`src/rtl/ahb_mem_slave.sv`:
```
`default_nettype none
// ============================================================================
// Module  : ahb_mem_slave
// Brief   : AHB-Lite slave front end for a synchronous single-port memory macro
// Rev     : 1.0  initial release
// ============================================================================
module ahb_mem_slave #(
  parameter int          DATA_BITS     = 32,
  parameter int          MEM_ADDR_BITS = 14,
  parameter int          RD_LATENCY    = 1,
  parameter bit          WRITE_EN      = 1'b1,
  parameter logic [15:0] MASTER_MASK   = 16'hFFFF
) (
  input  logic                       clk,
  input  logic                       rst,
  input  logic [31:0]                HADDR,
  input  logic [2:0]                 HSIZE,
  input  logic [1:0]                 HTRANS,
  input  logic                       HWRITE,
  input  logic [DATA_BITS-1:0]       HWDATA,
  input  logic [3:0]                 HMASTER,
  input  logic                       HMASTLOCK,
  input  logic                       HSEL_S,
  input  logic                       HREADY,
  output logic [DATA_BITS-1:0]       HRDATA_S,
  output logic                       HREADY_S,
  output logic [1:0]                 HRESP_S,
  output logic                       mem_enable,
  output logic [MEM_ADDR_BITS-1:0]   mem_address,
  output logic [DATA_BITS-1:0]       mem_wdata,
  output logic [DATA_BITS/8-1:0]     mem_web,
  input  logic [DATA_BITS-1:0]       mem_rdata
);

  localparam int BYTES = DATA_BITS / 8;
  localparam int OFF   = $clog2(BYTES);
  localparam int AW    = MEM_ADDR_BITS + OFF;
  localparam int CW    = 3;

  typedef enum logic [2:0] {
    S_IDLE = 3'd0,
    S_WR   = 3'd1,
    S_RD   = 3'd2,
    S_ERR1 = 3'd3,
    S_ERR2 = 3'd4
  } state_t;

  state_t          state_q, state_d;
  logic [AW-1:0]   addr_q, addr_d;
  logic [2:0]      size_q, size_d;
  logic [CW-1:0]   cnt_q, cnt_d;

  logic            w_rd_done;
  logic            w_ready;
  logic            w_accept;
  logic            w_size_bad;
  logic            w_misalign;
  logic            w_err;
  logic [BYTES-1:0] w_lanes;
  logic            w_unused;

  assign w_unused  = ^{HMASTLOCK, HTRANS[0], HADDR[31:AW]};

  assign w_rd_done = (state_q == S_RD) && (cnt_q == CW'(RD_LATENCY));
  // Slave is ready in every state except the ERROR first cycle and read waits.
  assign w_ready   = (state_q != S_ERR1) && !((state_q == S_RD) && !w_rd_done);
  assign w_accept  = w_ready && HSEL_S && HREADY && HTRANS[1];

  always_comb begin
    w_size_bad = (HSIZE > 3'(OFF));
    w_misalign = 1'b0;
    for (int i = 0; i < OFF; i++) begin
      if ((i < int'(HSIZE)) && HADDR[i]) w_misalign = 1'b1;
    end
    w_err = !MASTER_MASK[HMASTER] || w_size_bad || w_misalign || (HWRITE && !WRITE_EN);
  end

  // Little-endian lanes: 2**size bytes starting at the captured byte offset.
  always_comb begin
    w_lanes = '0;
    for (int i = 0; i < BYTES; i++) begin
      w_lanes[i] = (i >= int'(addr_q[OFF-1:0])) &&
                   (i < int'(addr_q[OFF-1:0]) + (1 << size_q));
    end
  end

  always_comb begin
    state_d = state_q;
    addr_d  = addr_q;
    size_d  = size_q;
    cnt_d   = cnt_q;
    case (state_q)
      S_RD:    if (!w_rd_done) cnt_d = cnt_q + 1'b1;
      S_ERR1:  state_d = S_ERR2;
      default: ;
    endcase
    if (w_ready) begin
      cnt_d = '0;
      if (w_accept) begin
        addr_d  = HADDR[AW-1:0];
        size_d  = HSIZE;
        state_d = w_err ? S_ERR1 : (HWRITE ? S_WR : S_RD);
      end else begin
        state_d = S_IDLE;
      end
    end
  end

  always_ff @(posedge clk or negedge rst) begin
    if (!rst) begin
      state_q <= S_IDLE;
      addr_q  <= '0;
      size_q  <= '0;
      cnt_q   <= '0;
    end else begin
      state_q <= state_d;
      addr_q  <= addr_d;
      size_q  <= size_d;
      cnt_q   <= cnt_d;
    end
  end

  assign HREADY_S    = w_ready;
  assign HRESP_S     = ((state_q == S_ERR1) || (state_q == S_ERR2)) ? 2'b01 : 2'b00;
  assign HRDATA_S    = w_rd_done ? mem_rdata : '0;
  assign mem_enable  = (state_q == S_WR) || ((state_q == S_RD) && (cnt_q == '0));
  assign mem_address = mem_enable ? addr_q[AW-1:OFF] : '0;
  assign mem_wdata   = (state_q == S_WR) ? HWDATA : '0;
  assign mem_web     = (state_q == S_WR) ? w_lanes : '0;

endmodule
`default_nettype wire

```
`config.mk`:
```
export PLATFORM = sky130hd
export DESIGN_NAME = ahb_mem_slave
export DESIGN_NICKNAME = d
export VERILOG_FILES = /design/src/rtl/ahb_mem_slave.sv
export SDC_FILE = /design/constraint.sdc
export NUM_CORES = 1
export LEC_CHECK = 0
export CAP_MARGIN = 20
export CORE_AREA = 10 10 91 93
export CTS_BUF_LIST = sky130_fd_sc_hd__clkbuf_8
export CTS_CLUSTER_DIAMETER = 200
export CTS_CLUSTER_SIZE = 10
export DETAILED_ROUTE_END_ITERATION = 12
export DIE_AREA = 0 0 101 103
export GPL_TIMING_DRIVEN = 1
export PLACE_DENSITY = 0.81
export SKIP_LAST_GASP = 1
export SLEW_MARGIN = 30
export SYNTH_ARGS = -nofsm -noshare
export SYNTH_HDL_FRONTEND = slang
export SYNTH_SLANG_ARGS = --single-unit
```
`constraint.sdc`:
```
create_clock -name clk -period 4.3 [get_ports clk]
set_clock_uncertainty 0.1 [all_clocks]
set_input_delay 0.86 -clock clk [delete_from_list [all_inputs] [get_ports clk]]
set_output_delay 0.86 -clock clk [all_outputs]
set_load 0.005 [all_outputs]
```
==> flow_summary.yaml, run 1 <==
route:
  viasPerCell: 4.52
  detail_route.wl_per_cell_um: 17.4
  routed.top_layer: "met4"
  dr_wl_met2_um: 3790
  routed_wl_um: 7630
  drt-met1-wl_um: 2710
  drc: 0
  firstDrtPassIters: 5
  drtAntennaViolNets: 0
  vias: 1986
  drt-initial-drc-count: 64
  wl_met3_um: 1040
finish:
  layout-drive-gt1-share_pct: 10.0
  areaGrowthSynthToFinish_pct: 97.7
  final_cell_mix: "172 x clkdlybuf4s50_1, 47 x and2_1, 31 x and3_1"
  final_common_cell: "clkdlybuf4s50_1"
  antennaDiodeCount: 0
  nets: 477
logic_synthesis:
  ys_warn_count: 0
  yosys_most_used_dff: "dfrtp_1"
  syn-instance-count: 192
  seq_area_frac_synth_pct: 33.4
  synthesis.area_mm2: 0.00187
  syn-mean-instance-area_um2: 9.76
  syn_nets: 309
  synth_edf_count: 0
  ys_seq_elements: 25
  synthDistinctLibCells: 33
  async_flop_share_pct: 100
global_route:
  grtUsageTotal_pct: 13.9
  overflow: 0
  antenna_found_initial: 0
  grt_max_degree: 37
  grt_pass1_wl_um: 11800
  first_global_vias: 2255
clocking:
  post_cts_buffers: 0
  cts.sinks: 25
  cts_tree: "built"
  htree_levels: 1
  cts-resized-gates: 0
  cts-root-buf: "clkbuf_8"
  clock_latency_ns: 0.27
  cts_buffers: 3
  clockBufferDepth: 2
  hold_buffers: 0
  cts.clk_slew.worst_paths_ns: 0.09
hold_path:
  hold_path_class: "reg2reg"
  hold_start: "addr_q[14]"
timing:
  setup_tns_ns: 0
  finalCritPeriodShare_pct: 82.5
  worst_slew_pin_slew_ns: 0.572
  fin_crit_ns: 3.55
  relSlewSlack_pct: 61.9
  setup_viol: 0
  slew_viol_final: 0
  finalHoldViolCount: 0
  max_freq_mhz: 282
  worst_hold_slack_ns: 0.406
  rsz0062_at_grt: "no"
  fin_ws_ns: 0.754
die:
  die_h_um: 103
  start_util_pct: 28.5
  io_pins: 197
  fp.dieW_um: 101
  num_rows: 30
  die-area_mm2: 0.0104
  core_mm2: 0.00657
worst_setup_path:
  cp_data_required_time_ns: 3.34
  cp-startpoint: "size_q[2]"
  crit_slowest_cell: "clkdlybuf4s50_1"
  critPathLaunchType: "flip-flop"
  reg2reg_slack_ns: 2.21
  cp_data_arrival_time_ns: 2.59
  endpoint_kind: "output pin"
  crit_type: "reg2out"
  reg2regPathDepth: 6
  r2r_start: "cnt_q[0]"
  path_cells: "nor3_1 > ha_1 > fa_1 > nor4bb_1 > o2bb2ai_1 > a221oi_1 > clkdlybuf4s50_1"
  max_stage_delay_ns: 0.56
  r2r-end: "addr_q[12]"
  crit_path_end: "mem_web[2]"
  cp_max_fo: 5
run:
  cap_violations: 0
power_and_ir_drop:
  vdd_drop_max_mv: 0.246
  p_leak_nw: 1.66
  cellPowerDensity_mw_per_mm2: 364
status:
  run_status: "complete, no violations"
place:
  place_congestion: 0.787
  dpl_worst_slack_ns: 1.07
  io_buffers: 173
  place_hpwl_um: 6480
[per-layer routing]
| metal | vias up | track usage [%] |
|---|---|---|
| met5 | - | 0 |
| met4 | 0 | 2.68 |
| met3 | 6 | 8.38 |
| met2 | 111 | 24.4 |
| met1 | 882 | 14.1 |
| li1 | 987 | - |
[sequential cells by signal (all words and copies together), names as in the netlist]
signal   flops
cnt_q        3
addr_q      16
size_q       3
state_q      3
[layout make-up]
class	instances	area, um2
clock buffers	3	41.3
clock inverters	1	7.51
fillers	569	2860
inverters	6	22.5
multi-input cells	146	1140
flip-flops and latches	25	626
well taps	80	100
repair buffers	178	1760
[synth_stat cells, drive strengths merged, types with 3 or more instances]
master / number / share of area (%)
nor3b: 3 / 1.7
nand2b: 3 / 1.0
ha: 5 / 3.3
o21ai: 3 / 1.0
inv: 6 / 1.2
mux2: 19 / 15
buf: 6 / 2.5
nand2: 5 / 1.0
clkbuf: 9 / 1.8
a21oi: 8 / 2.1
and3: 33 / 11
and2: 47 / 16
dfrtp: 25 / 33
nor3: 3 / 0.80
[metrics by stage]
step	cells	power [W]	util [%]	cell area (um2)
finish	439	0.00135	56.4	3710
detailed placement	435	0.00122	55.7	3660
floorplan	192	0.000812	-	1870
CTS	439	0.00137	56.4	3710
global placement	435	0.00119	55.8	3660
global route	439	0.00147	56.4	3710
[where the power goes]
part	leakage, nW	switching [W]	internal [W]	total, W
combinational	1.33	0.000295	0.000498	0.000794
clock	0.0217	0.0000743	0.0000655	0.000140
sequential	0.306	0.0000819	0.000333	0.000415
[worst max-delay path: cells and delay by family, from the launching register on]
family,cells,cell delay [ns]
AO/OA/AOI/OAI,2,0.48
adder cells (fa/ha/maj),2,0.60
buffers and inverters,1,0.56
flip-flops,1,0.44
AND/OR/NAND/NOR,2,0.23
[how the worst min path moves through the flow]
stage | end | cells after the start | slack, ns
after floorplan | addr_q[2] | 1 | 0.37
final | addr_q[14] | 1 | 0.41
after detailed placement | addr_q[7] | 1 | 0.39
after CTS | addr_q[14] | 1 | 0.41
after global routing | addr_q[14] | 1 | 0.42
after global placement | addr_q[8] | 1 | 0.38
[cells by family after synthesis]
logic type	Yosys count	share of synthesized area, %
buffers and inverters	21	5.54
AO/OA/AOI/OAI	17	6.21
multiplexers	19	15.2
adder cells (fa/ha/maj)	6	4.41
other	1	0.200
flip-flops	25	33.4
AND/OR/NAND/NOR	103	35.0
Note: power is estimated with default switching activity, not from simulation.
==> inputs of run 2 (changes only) <==
Settings changed: CORE_AREA 10 10 91 93 to 10 10 95 97, DIE_AREA 0 0 101 103 to 0 0 105 107, PLACE_DENSITY 0.81 to 0.78.
Clock period 4.3 ns to 3.1 ns, I/O delays scaled along.
==> run 2 against run 1 <==
Critical path depth unchanged. Global-route usage fell by 0.78 points. Cell count grew 5.2%. Combinational power increased by 49%. Sequential share of layout area is 0.38 points lower. Clock-buffer cell count unchanged. Sequential power rose by 41%. Die area is 8.0% higher. Non-clock buffer count rose by 4. Clock power rose by 33%. Routed wire length increased by 3.7%. Setup slack worse by 0.65 ns. Critical path type unchanged. Largest power group unchanged.
==> flow_summary.yaml, run 2 (same netlist as run 1, synthesis figures left out) <==
status:
  run_status: "complete, no violations"
die:
  start_util_pct: 26.3
  fp.dieW_um: 105
  num_rows: 31
  core_mm2: 0.00714
  io_pins: 197
  die_h_um: 107
  die-area_mm2: 0.0112
place:
  place_congestion: 0.816
  placed_area_mm2: 0.00369
  place_hpwl_um: 6650
  io_buffers: 173
worst_setup_path:
  endpoint_kind: "output pin"
  crit_type: "reg2out"
  crit_slowest_cell: "clkdlybuf4s50_1"
  path_cells: "nor3_2 > ha_2 > fa_2 > nor4bb_4 > o2bb2ai_2 > a21oi_1 > clkdlybuf4s50_1"
  cp_data_arrival_time_ns: 2.27
  critPathLaunchType: "flip-flop"
  critPathTopFamily: "adder cells"
  cp_max_fo: 4
  cp_data_required_time_ns: 2.38
  max_stage_delay_ns: 0.52
  crit_buf_inv: 1
  reg2reg_slack_ns: 0.98
finish:
  areaGrowthSynthToFinish_pct: 103
  largest_register: "addr_q"
  antennaDiodeCount: 0
  layout-drive-gt1-share_pct: 13.2
  fin_util_pct: 53.3
  final_common_cell: "clkdlybuf4s50_1"
  final_cell_mix: "171 x clkdlybuf4s50_1, 47 x and2_1, 31 x and3_1"
  largest_reg_flops: 16
  nets: 481
  fin_area_mm2: 0.00381
global_route:
  grtUsageMet3_pct: 7.78
  antenna_found_initial: 0
  use_met2_pct: 24.7
  grt_pass1_wl_um: 12100
  first_global_vias: 2199
  grt.busiest_layer: "met2"
  grt_use_met1_pct: 12.8
  overflow: 0
  grtUsageTotal_pct: 13.2
  grt_max_degree: 37
run:
  cap_violations: 0
power_and_ir_drop:
  p_leak_nw: 1.69
  p_sw_share_pct: 33.7
  cellPowerDensity_mw_per_mm2: 512
  vdd_drop_max_mv: 0.276
  seqPwrFrac_pct: 30.1
  intPower_w: 0.00129
  p_comb_share_pct: 60.3
  p_clk_share_pct: 9.6
  power_switching_w: 0.000658
timing:
  fin_crit_ns: 2.99
  rsz0062_at_grt: "no"
  max_freq_mhz: 334
  finalHoldViolCount: 0
  setup_tns_ns: 0
  finalCritPeriodShare_pct: 96.5
  worst_hold_slack_ns: 0.407
  setup_viol: 0
  slew_viol_final: 0
clocking:
  clock_latency_ns: 0.26
  cts.clk_slew.worst_paths_ns: 0.08
  clockBufferDepth: 2
  cts_tree: "built"
  cts_buffers: 3
  cts.sinks: 25
  htree_levels: 1
  cts-root-buf: "clkbuf_8"
  hold_buffers: 0
route:
  detail_route.wl_per_cell_um: 17.1
  firstDrtPassIters: 4
  drtAntennaViolNets: 0
  routed_wl_um: 7910
  drt-initial-drc-count: 78
  viasPerCell: 4.35
  vias: 2008
  drc: 0
hold_path:
  hold_path_class: "reg2reg"
run 2: worst reg2reg max path: stages (launching register included):
cell and delay (ns):
dfrtp_1 0.44, ha_1 0.25, nor3b_2 0.16, buf_4 0.22, o21ai_2 0.12, buf_4 0.36
mux2_4 0.36
run 2: what timing repair did:
item                                    in CTS  in global routing
gates cloned                                 0                  0
pin swaps                                    1                  1
setup buffers                                3                  0
endpoints found under the hold margin        0                  0
resized for setup                            3                 10
endpoints found under the setup margin       3                  3
run 2: metrics by stage:
stage	power [W]	worst slack [ns]	std cells
2_1_floorplan	0.00113	0.801	192
3_3_place_gp	0.00166	0.214	455
3_5_place_dp	0.00169	0.145	455
4_1_cts	0.00193	0.0363	462
5_1_grt	0.00211	0.0265	462
6_report	0.00195	0.108	462
run 2: routing by layer:
layer	share of wire (%)	wire, um
met5	0	0
met4	0	0
met3	13	1010
met2	52	4090
met1	35	2810
run 2: power by group through the flow:
stage / sequential, W / clock [W] / combinational, W
5_1_grt: 0.000614 / 0.000207 / 0.00128
3_5_place_dp: 0.000582 / 0 / 0.00111
6_report: 0.000587 / 0.000186 / 0.00118
2_1_floorplan: 0.000546 / 0 / 0.000580
4_1_cts: 0.000573 / 0.000197 / 0.00116
3_3_place_gp: 0.000566 / 0 / 0.00109
run 2: layout make-up:
type | instances | area (um2)
tap | 99 | 124
fill | 642 | 3330
inverter | 6 | 22.5
sequential | 25 | 628
multi-input combinational | 146 | 1190
clock inverter | 1 | 5.00
timing repair buffer | 182 | 1800
clock buffer | 3 | 41.3
run 2: final timing paths:
path | from | endpoint | cells past startpoint
worst max-delay path | size_q[2] | mem_web[3] | 7
worst min-delay path | addr_q[4] | addr_q[4] | 1
worst max register to register | cnt_q[0] | addr_q[12] | 6
worst min register to register | addr_q[4] | addr_q[4] | 1
max in group asynchronous | rst | size_q[0] | 2
min in group asynchronous | rst | addr_q[3] | 2
==> inputs of run 3 (changes only) <==
Settings changed: ABC_AREA set to 1.
==> run 3 against run 2 <==
Synthesized cell count rose by 59%. Register-to-register slack improved by 0.38 ns. Non-clock buffer count shrank 6. Die area unchanged. Sequential power fell by 11%. Maximum frequency is 3.3% higher. Hold slack got worse by 0.029 ns. Global-route usage down 0.87 points. Largest cell class unchanged. Largest power group unchanged. Highest routed layer is now met4.
==> flow_summary.yaml, run 3 <==
status:
  run_status: "complete, no violations"
worst_setup_path:
  crit_type: "reg2out"
  critPathLaunchType: "flip-flop"
  cp-startpoint: "size_q[0]"
  r2r_start: "cnt_q[1]"
  cp_data_required_time_ns: 2.38
  cp_max_fo: 4
  cp_data_arrival_time_ns: 2.18
  endpoint_kind: "output pin"
timing:
  setup_viol: 0
  setup_tns_ns: 0
  max_freq_mhz: 345
  fin_crit_ns: 2.90
  finalHoldViolCount: 0
  rsz0062_at_grt: "no"
  finalCritPeriodShare_pct: 93.4
  slew_viol_final: 0
global_route:
  grtUsageTotal_pct: 12.3
  grtUsageMet3_pct: 3.71
  use_met2_pct: 22.6
  antenna_found_initial: 0
  overflow: 0
  first_global_vias: 2203
  grt.busiest_layer: "met2"
  grt_pass1_wl_um: 11500
  grt_max_degree: 43
  grt_use_met1_pct: 13.9
logic_synthesis:
  synthDistinctLibCells: 25
  seq_area_frac_synth_pct: 32.9
  synth.top_cell.area_share_pct: 32.9
  synthTopCellsByArea: "dfrtp_1 33%, inv_1 16%, nor2_1 14%"
  synth_top_cell_by_area: "dfrtp_1"
  synth_edf_count: 0
  syn-mean-instance-area_um2: 6.22
  ys_top_cells_by_count: "79 x inv_1, 73 x nor2_1, 64 x nand2_1"
  syn-instance-count: 306
  syn_nets: 423
  yosys.cell_count.top_type: "inv_1"
  async_flop_share_pct: 100
  ys_seq_elements: 25
  yosys_most_used_dff: "dfrtp_1"
  ys_warn_count: 0
  synthesis.area_mm2: 0.00190
die:
  core_mm2: 0.00714
  die_h_um: 107
  die-area_mm2: 0.0112
  start_util_pct: 26.7
  num_rows: 31
  fp.dieW_um: 105
  io_pins: 197
hold_path:
  hold_start: "addr_q[9]"
  hold_path_class: "reg2reg"
clocking:
  cts_tree: "built"
  clockBufferDepth: 2
  cts_buffers: 3
  clock_latency_ns: 0.26
  cts-root-buf: "clkbuf_8"
  hold_buffers: 0
  htree_levels: 1
  cts.sinks: 25
  cts.clk_slew.worst_paths_ns: 0.08
place:
  io_buffers: 173
  place_hpwl_um: 6470
  place_congestion: 0.730
run:
  cap_violations: 0
finish:
  final_common_cell: "clkdlybuf4s50_1"
  fin_util_pct: 52.6
  layout-drive-gt1-share_pct: 3.59
  largest_reg_flops: 16
  nets: 591
  antennaDiodeCount: 0
  largest_register: "addr_q"
  final_cell_mix: "173 x clkdlybuf4s50_1, 80 x inv_1, 73 x nor2_1"
  areaGrowthSynthToFinish_pct: 97.2
route:
  drtAntennaViolNets: 0
  routed_wl_um: 7540
  vias: 2307
  drt-initial-drc-count: 93
  viasPerCell: 4.03
  firstDrtPassIters: 4
  drc: 0
  detail_route.wl_per_cell_um: 13.2
power_and_ir_drop:
  p_leak_nw: 1.88
  vdd_drop_max_mv: 0.342
  cellPowerDensity_mw_per_mm2: 421
==> run 3: cells by family (layout without fill, tap and decap cells) <==
| family | Yosys count | count (layout) | synth area share, % |
|---|---|---|---|
| flip-flops | 25 | 25 | 32.9 |
| AND/OR/NAND/NOR | 154 | 154 | 33.1 |
| other | 1 | 1 | 0.197 |
| adder cells (fa/ha/maj) | 6 | 6 | 4.34 |
| AO/OA/AOI/OAI | 26 | 26 | 8.88 |
| buffers and inverters | 94 | 261 | 20.6 |
==> run 3: cell type report <==
class / instances / area, um2
Multi-Input combinational cell: 187 / 897
Sequential cell: 25 / 626
Timing Repair Buffer: 176 / 1750
Fill cell: 680 / 3380
Clock buffer: 3 / 41.3
Clock inverter: 1 / 3.75
Tap cell: 99 / 124
Inverter: 81 / 307
==> run 3: final timing paths <==
path / to / slack [ns] / cells past startpoint
hold / removal: addr_q[9] / 0.38 / 2
max in group asynchronous: size_q[0] / 2.05 / 2
setup reg to reg: addr_q[6] / 1.36 / 8
setup / recovery: mem_web[2] / 0.20 / 8
min in group asynchronous: state_q[1] / 0.61 / 2
hold reg to reg: addr_q[9] / 0.38 / 2
==> run 3: metal layers <==
metal  wire length [um]  share of wire, %
met5                  0                 0
met2               3780                50
met4                 17              0.23
met3                552               7.3
met1               3190                42
==> run 3: critical path: stages, from the launching register on <==
cell and delay, ns:
dfrtp_1 0.42, nor3_2 0.17, ha_2 0.21, fa_1 0.43, nand2_1 0.07, nand3_1 0.07, nand2_1 0.07, inv_1 0.04
clkdlybuf4s50_1 0.45
==> run 3: repair_timing <==
action / 4_1_cts / 5_1_grt
endpoints found under the setup margin: 0 / 2
gates resized for setup: 0 / 2
buffers inserted: 0 / 0
==> run 3: per-stage QoR <==
| step | instances | total power, W | worst slack, ns | area (um2) | hold WS (ns) |
|---|---|---|---|---|---|
| floorplan | 306 | 0.000947 | 0.987 | 1900 | 0.224 |
| global placement | 568 | 0.00138 | 0.482 | 3700 | 0.355 |
| detailed placement | 568 | 0.00141 | 0.449 | 3700 | 0.359 |
| CTS | 572 | 0.00160 | 0.149 | 3740 | 0.381 |
| global route | 572 | 0.00172 | 0.0196 | 3750 | 0.409 |
| finish | 572 | 0.00158 | 0.204 | 3750 | 0.378 |
==> run 3: power breakdown <==
group / internal (W) / switching, W
Combinational: 0.000488 / 0.000386
Clock: 0.0000884 / 0.0000939
Sequential: 0.000441 / 0.0000819
Total: 0.00102 / 0.000562
